`src/rtl/pipe_bus_pkg.sv`:
```
// Shared EX->ME and ME->WB bus layouts: widths, field offsets, flag bits.
// Also holds the small load-extension helpers used by the ME stage.
package pipe_bus_pkg;

    localparam int DATA_W = 32;
    localparam int REG_W  = 5;

    // dest_flag bit positions (inside the 5-bit flag field)
    localparam int FLAG_ADDR_LSB = 0;
    localparam int FLAG_HALF     = FLAG_ADDR_LSB + 2;
    localparam int FLAG_BYTE     = FLAG_HALF + 1;
    localparam int FLAG_SGN      = FLAG_BYTE + 1;
    localparam int FLAG_W        = FLAG_SGN + 1;

    // EX->ME bus field offsets
    localparam int EXME_DEST_LSB = 0;
    localparam int EXME_WE_BIT   = EXME_DEST_LSB + REG_W;
    localparam int EXME_MEM_BIT  = EXME_WE_BIT + 1;
    localparam int EXME_ALU_LSB  = EXME_MEM_BIT + 1;
    localparam int EXME_PC_LSB   = EXME_ALU_LSB + DATA_W;
    localparam int EXME_FLAG_LSB = EXME_PC_LSB + DATA_W;
    localparam int EX_ME_W       = EXME_FLAG_LSB + FLAG_W;

    // ME->WB bus field offsets
    localparam int MEWB_DEST_LSB = 0;
    localparam int MEWB_WE_BIT   = MEWB_DEST_LSB + REG_W;
    localparam int MEWB_RES_LSB  = MEWB_WE_BIT + 1;
    localparam int MEWB_PC_LSB   = MEWB_RES_LSB + DATA_W;
    localparam int ME_WB_W       = MEWB_PC_LSB + DATA_W;

    typedef struct packed {
        logic       sgn;
        logic       is_byte;
        logic       is_half;
        logic [1:0] addr;
    } dest_flag_t;

    typedef struct packed {
        dest_flag_t        flag;
        logic [DATA_W-1:0] pc;
        logic [DATA_W-1:0] alu_result;
        logic              res_from_mem;
        logic              gr_we;
        logic [REG_W-1:0]  dest;
    } ex_me_t;

    typedef struct packed {
        logic [DATA_W-1:0] pc;
        logic [DATA_W-1:0] final_result;
        logic              gr_we;
        logic [REG_W-1:0]  dest;
    } me_wb_t;

    function automatic logic [DATA_W-1:0] ext_byte(
        input logic [7:0] b,
        input logic       sgn
    );
        return {{24{sgn & b[7]}}, b};
    endfunction

    function automatic logic [DATA_W-1:0] ext_half(
        input logic [15:0] h,
        input logic        sgn
    );
        return {{16{sgn & h[15]}}, h};
    endfunction

endpackage

```
`src/rtl/load_align.sv`:
```
// Load data alignment: picks byte/half/word lane from a 32-bit read word
// using the low address bits, then sign- or zero-extends.
module load_align
    import pipe_bus_pkg::*;
(
    input  logic [DATA_W-1:0] rdata,
    input  dest_flag_t        dest_flag,
    output logic [DATA_W-1:0] result
);

    logic [7:0]  byte_sel;
    logic [15:0] half_sel;

    always_comb begin
        byte_sel = rdata[7:0];
        unique case (dest_flag.addr)
            2'd0: byte_sel = rdata[7:0];
            2'd1: byte_sel = rdata[15:8];
            2'd2: byte_sel = rdata[23:16];
            2'd3: byte_sel = rdata[31:24];
            default: byte_sel = rdata[7:0];
        endcase
    end

    assign half_sel = dest_flag.addr[1] ? rdata[31:16] : rdata[15:0];

    always_comb begin
        result = rdata;
        unique case (1'b1)
            dest_flag.is_byte: result = ext_byte(byte_sel, dest_flag.sgn);
            dest_flag.is_half: result = ext_half(half_sel, dest_flag.sgn);
            default:           result = rdata;
        endcase
    end

endmodule

```
`src/rtl/me_unit.sv`:
```
// Memory stage: latches EX payload, aligns load data, holds SRAM data on stall.
// Build option ME_LOAD_FWD_EN: forward aligned load data to ID instead of stalling.
module me_unit
    import pipe_bus_pkg::*;
(
    input  logic               clk,
    input  logic               resetn,
    input  logic               EX_to_ME_Valid,
    input  logic [EX_ME_W-1:0] EX_to_ME_Bus,
    output logic               ME_Allow_in,
    input  logic [DATA_W-1:0]  data_sram_rdata,
    input  logic               WB_Allow_in,
    output logic               ME_to_WB_Valid,
    output logic [ME_WB_W-1:0] ME_to_WB_Bus,
    output logic [REG_W-1:0]   ME_dest,
    output logic [DATA_W-1:0]  ME_Forward_Res,
    output logic               ME_to_ID_Ld_op
);

    logic              me_valid;
    ex_me_t            me_bus;
    logic              hold_vld;
    logic [DATA_W-1:0] hold_data;
    logic [DATA_W-1:0] ld_src;
    logic [DATA_W-1:0] ld_data;
    logic [DATA_W-1:0] final_result;
    me_wb_t            wb_bus;

    assign ME_Allow_in = !me_valid || WB_Allow_in;

    always_ff @(posedge clk or negedge resetn) begin
        if (!resetn) begin
            me_valid <= 1'b0;
        end else if (ME_Allow_in) begin
            me_valid <= EX_to_ME_Valid;
        end
    end

    always_ff @(posedge clk or negedge resetn) begin
        if (!resetn) begin
            me_bus <= '0;
        end else if (ME_Allow_in && EX_to_ME_Valid) begin
            me_bus <= ex_me_t'(EX_to_ME_Bus);
        end
    end

    // SRAM data is only valid in the first occupied cycle; keep it
    // if WB is not ready so a stall cannot lose it.
    always_ff @(posedge clk or negedge resetn) begin
        if (!resetn) begin
            hold_vld  <= 1'b0;
            hold_data <= '0;
        end else if (ME_Allow_in) begin
            hold_vld  <= 1'b0;
        end else if (!hold_vld) begin
            hold_vld  <= 1'b1;
            hold_data <= data_sram_rdata;
        end
    end

    assign ld_src = hold_vld ? hold_data : data_sram_rdata;

    load_align u_load_align (
        .rdata     (ld_src),
        .dest_flag (me_bus.flag),
        .result    (ld_data)
    );

    assign final_result = me_bus.res_from_mem ? ld_data
                                              : me_bus.alu_result;

    always_comb begin
        wb_bus              = '0;
        wb_bus.pc           = me_bus.pc;
        wb_bus.final_result = final_result;
        wb_bus.gr_we        = me_bus.gr_we;
        wb_bus.dest         = me_bus.dest;
    end

    assign ME_to_WB_Bus   = wb_bus;
    assign ME_to_WB_Valid = me_valid;
    assign ME_dest        = me_bus.dest & {REG_W{me_valid}};

`ifdef ME_LOAD_FWD_EN
    assign ME_Forward_Res = final_result;
    assign ME_to_ID_Ld_op = 1'b0;
`else
    assign ME_Forward_Res = me_bus.alu_result;
    assign ME_to_ID_Ld_op = me_valid && me_bus.res_from_mem;
`endif

endmodule

```
`config.mk`:
```
export PLATFORM = sky130hd
export DESIGN_NAME = me_unit
export DESIGN_NICKNAME = d
export VERILOG_FILES = /design/src/rtl/pipe_bus_pkg.sv /design/src/rtl/load_align.sv /design/src/rtl/me_unit.sv
export SDC_FILE = /design/constraint.sdc
export NUM_CORES = 1
export LEC_CHECK = 0
export ABC_AREA = 1
export BUFFER_PORTS_ARGS = -buffer_cell sky130_fd_sc_hd__buf_2
export CORE_ASPECT_RATIO = 1.1
export CORE_MARGIN = 2
export CORE_UTILIZATION = 35
export DETAILED_ROUTE_END_ITERATION = 6
export SLEW_MARGIN = 20
export SYNTH_ARGS = -nofsm -noshare
export SYNTH_HDL_FRONTEND = slang
export SYNTH_SLANG_ARGS = --single-unit
export TNS_END_PERCENT = 100
```
`constraint.sdc`:
```
create_clock -name clk -period 3 [get_ports clk]
set_clock_uncertainty 0.2 [all_clocks]
set_input_delay 0.3 -clock clk [delete_from_list [all_inputs] [get_ports clk]]
set_output_delay 0.3 -clock clk [all_outputs]
set_load 0.03 [all_outputs]
```
==> flow_summary_export.csv <==
group,metric,value,unit
clocking,path_clk_slew,0.08,ns
layout,seq_area,2753,µm²
layout,layout-drive-gt1-share,37.04,%
worst_hold_path,hold_path_class,"primary input to flop",
worst_setup_path,path_cells,"inv_2, buf_4, nand2_1, nand2_1, nand2_1, nand3_1, o21ai_0, a21oi_1, buf_2",
synthesis,ys_async_sr_fraction,100.0,%
layout,fill_cells,1816,
outcome,status,"finished clean",
synthesis,synth-edff-count,0,
clocking,clock_latency,0.36,ns
sta,worst_pin_slew,0.7102,ns
floorplan,start_util,35.35,%
power_and_ir_drop,finalPower,0.005278,W
worst_setup_path,worst-setup-path-type,"flop to output pin",
worst_setup_path,crit_required,2.50,ns
worst_setup_path,crit_path_frequent_cell,"nand2_1",
floorplan,die_area,19500,µm²
route,wl_per_cell,15.84,µm
route,wirelength,19270,µm
power_and_ir_drop,p_per_area,636.6,nW/µm²
worst_setup_path,crit_arrival,2.29,ns
worst_setup_path,slowest_delay,0.39,ns
route,antenna_left,0,
worst_hold_path,hold_depth,3,
synthesis,syn_area_per_cell,8.552,µm²
sta,maxSlewViolCount,0,
route,via_count,5642,
floorplan,row_count,52,
worst_hold_path,hold_end,"me_bus[72]$_DFFE_PN0P_",
placed_design,hpwl,13680,µm
worst_setup_path,worst_r2r_path_depth,6,
floorplan,coreArea,18220,µm²
floorplan,die_h,146.3,µm
clocking,clockBufferDepth,2,
synthesis,syn_nets,865,
clocking,cts.sink_count,110,
sta,rsz0062_at_grt,"false",
layout,finalNetCount,1079,
power_and_ir_drop,ir_drop,0.0002949,V
route,viasPerCell,4.640,
sta,slew_headroom,52.60,%
power_and_ir_drop,power.leakage,4.249,nW
clocking,cts-root-buf,"clkbuf_16",
grt,antenna_found_initial,1,
clocking,htree_num_levels,3,
synthesis,ys.flop_type,"dfrtp_1",
placed_design,portBuffers,221,
worst_setup_path,worst_path_max_delay_cell,"dfrtp_1",
sta,period_share,93.15,%
worst_hold_path,holdCritStartpoint,"EX_to_ME_Bus[72]",
synthesis,synthCells,753,
sta,finalHoldViolations,0,
synthesis,ys_top_cells_by_area,"dfrtp_1 43%, mux2_2 12%, nand2_1 11%, buf_4 8.7%, inv_1 3.3%",
synthesis,synth_area_leader_cell,"dfrtp_1",
route,drc,0,
grt,grt_pass1_vias,5774,
clocking,cts_inserted_buffers,9,
clocking,cts_tree,"yes",
route,drt_first_iter_violations,252,
synthesis,synth_top_cell_area_share,42.74,%
placed_design,gp_congestion,0.9204,
layout,syn_to_final_growth,28.74,%
synthesis,yosysSeqAreaShare,42.74,%
worst_setup_path,crit_buf_inv,3,
run,maxCapViolCount,0,
route,first_pass_iters,5,
grt,grt_use_total,19.84,%
worst_setup_path,rr_startpoint,"ME_to_WB_Valid$_DFFE_PN0N_",
floorplan,die_w,133.3,µm
sta,tns,0,ns
sta,setup_violations,0,
worst_setup_path,startpoint_type,"flop",
grt,grt-ovfl-total,0,
synthesis,ys_ff_latch,110,
worst_setup_path,timing.rr.end,"ME_Forward_Res[26]$_DFFE_PN0P_",
synthesis,yosys.cell_types.count,27,
synthesis,yosys_warnings,0,
worst_setup_path,cp_max_fo,21,
layout,multi_input_area,2681,µm²
worst_setup_path,reg2reg_slack,0.83,ns
floorplan,pin_count,222,
sta,clock.fmax,0.3578,GHz
worst_setup_path,crit_family,"buffers and inverters",
synthesis,netlist_area,6440,µm²
grt,grt_pass1_wl,30390,µm
grt,grt_start_max_net_pins,46,
sta,min_period,2.795,ns
worst_setup_path,end_kind,"output pin",
through the flow:
stage | utilization [%] | instance area (µm²) | cells | hold slack [ns] | setup slack (ns)
3_3_place_gp | 39.50 | 7196 | 1122 | 0.1665 | 0.5471
4_1_cts | 45.34 | 8260 | 1214 | 0.008894 | 0.08552
6_report | 45.51 | 8290 | 1216 | 0.01424 | 0.2055
3_5_place_dp | 39.50 | 7196 | 1122 | 0.1702 | 0.4868
2_1_floorplan | - | 6440 | 753 | -0.1956 | 0.8921
5_1_grt | 45.51 | 8290 | 1216 | 0.02474 | 0.03373
worst reg2reg max path: stages (launching register included):
cell     delay [ns]
dfrtp_1        0.55
inv_2          0.06
nor2_2         0.15
inv_2          0.08
nand2_4        0.37
buf_4          0.31
mux2_2         0.35
final cells by class:
class | count | area share, %
antenna | 1 | 0.03018
tap | 243 | 3.667
timing repair buffer | 312 | 24.21
sequential | 110 | 33.20
clock inverter | 7 | 0.9508
clock buffer | 9 | 2.717
multi-input combinational | 471 | 32.34
inverter | 63 | 2.883
cells by family after synthesis:
group                  after synthesis  share of synthesized area [%]
buffers and inverters              173                          16.01
and+or+nand+nor                    292                          19.10
muxes                               73                          12.76
AOI/OAI and AO/OA                  105                          9.384
DFF                                110                          42.74
state kept, by name, summed over array words and instances, names as in the netlist:
signal          flops
ME_to_WB_Valid      1
hold_vld            1
ME_Forward_Res     32
hold_data          32
me_bus              6
ME_to_WB_Bus       38
cells in the mapped netlist (14+ instances only):
cell	instances
buf_4	75
nor2_1	44
nand2_1	197
o21ai_0	29
a31oi_1	17
buf_2	14
or2_2	16
a21oi_1	40
mux2_2	67
nand3_1	21
inv_1	57
dfrtp_1	110
placed cells by master, fill, tap and decap left out, types with 2 or more instances in the layout:
cell,netlist,layout
mux2_1,6,6
a31oi_1,17,17
dfrtp_1,110,110
o211ai_1,11,11
a21oi_1,40,40
nand3_1,21,21
dlygate4sd3_1,0,76
nand3_2,3,2
buf_4,75,14
nand3_4,1,3
and2_1,2,2
nand2_2,2,2
or2_2,16,16
o21ai_0,29,29
o21ai_2,3,3
a21oi_2,5,5
nand2_1,197,197
buf_12,0,2
clkbuf_16,0,9
nor2_2,2,2
inv_1,57,57
nand4_1,2,2
mux2_2,67,67
inv_2,6,5
buf_2,14,220
nor2_1,44,44
inv_6,0,4
layer usage:
metal	GRT usage (%)	part of all wire [%]	vias to the layer above
met1	25.48	44	2636
met3	4.375	5.4	32
met4	7.766	3.0	0
met5	0	0	-
li1	-	-	2778
met2	32.63	47	196
power by group:
part,internal (W),switching (W)
sequential,0.00173,0.000161
combinational,0.000726,0.00141
clock,0.000661,0.000592
total,0.00312,0.00216
worst max-delay path by stage:
stage | start | to | slack [ns] | depth (start not counted)
after floorplan | me_bus[72]$_DFFE_PN0P_ | ME_to_WB_Bus[13] | 0.89 | 6
after global placement | me_bus[72]$_DFFE_PN0P_ | ME_to_WB_Bus[29] | 0.55 | 10
after detailed placement | me_bus[72]$_DFFE_PN0P_ | ME_to_WB_Bus[37] | 0.49 | 10
after CTS | me_bus[72]$_DFFE_PN0P_ | ME_to_WB_Bus[37] | 0.09 | 10
after global routing | hold_vld$_DFF_PN0_ | ME_to_WB_Bus[8] | 0.03 | 9
final | hold_vld$_DFF_PN0_ | ME_to_WB_Bus[9] | 0.21 | 9
timing repair:
item                                   CTS  global route
endpoints found under the hold margin  118             0
hold buffers                            76             0
gates resized for setup                  0             4
buffers inserted                         0             0
setup endpoints to repair                0            24
(Power assumes the default switching activity.)
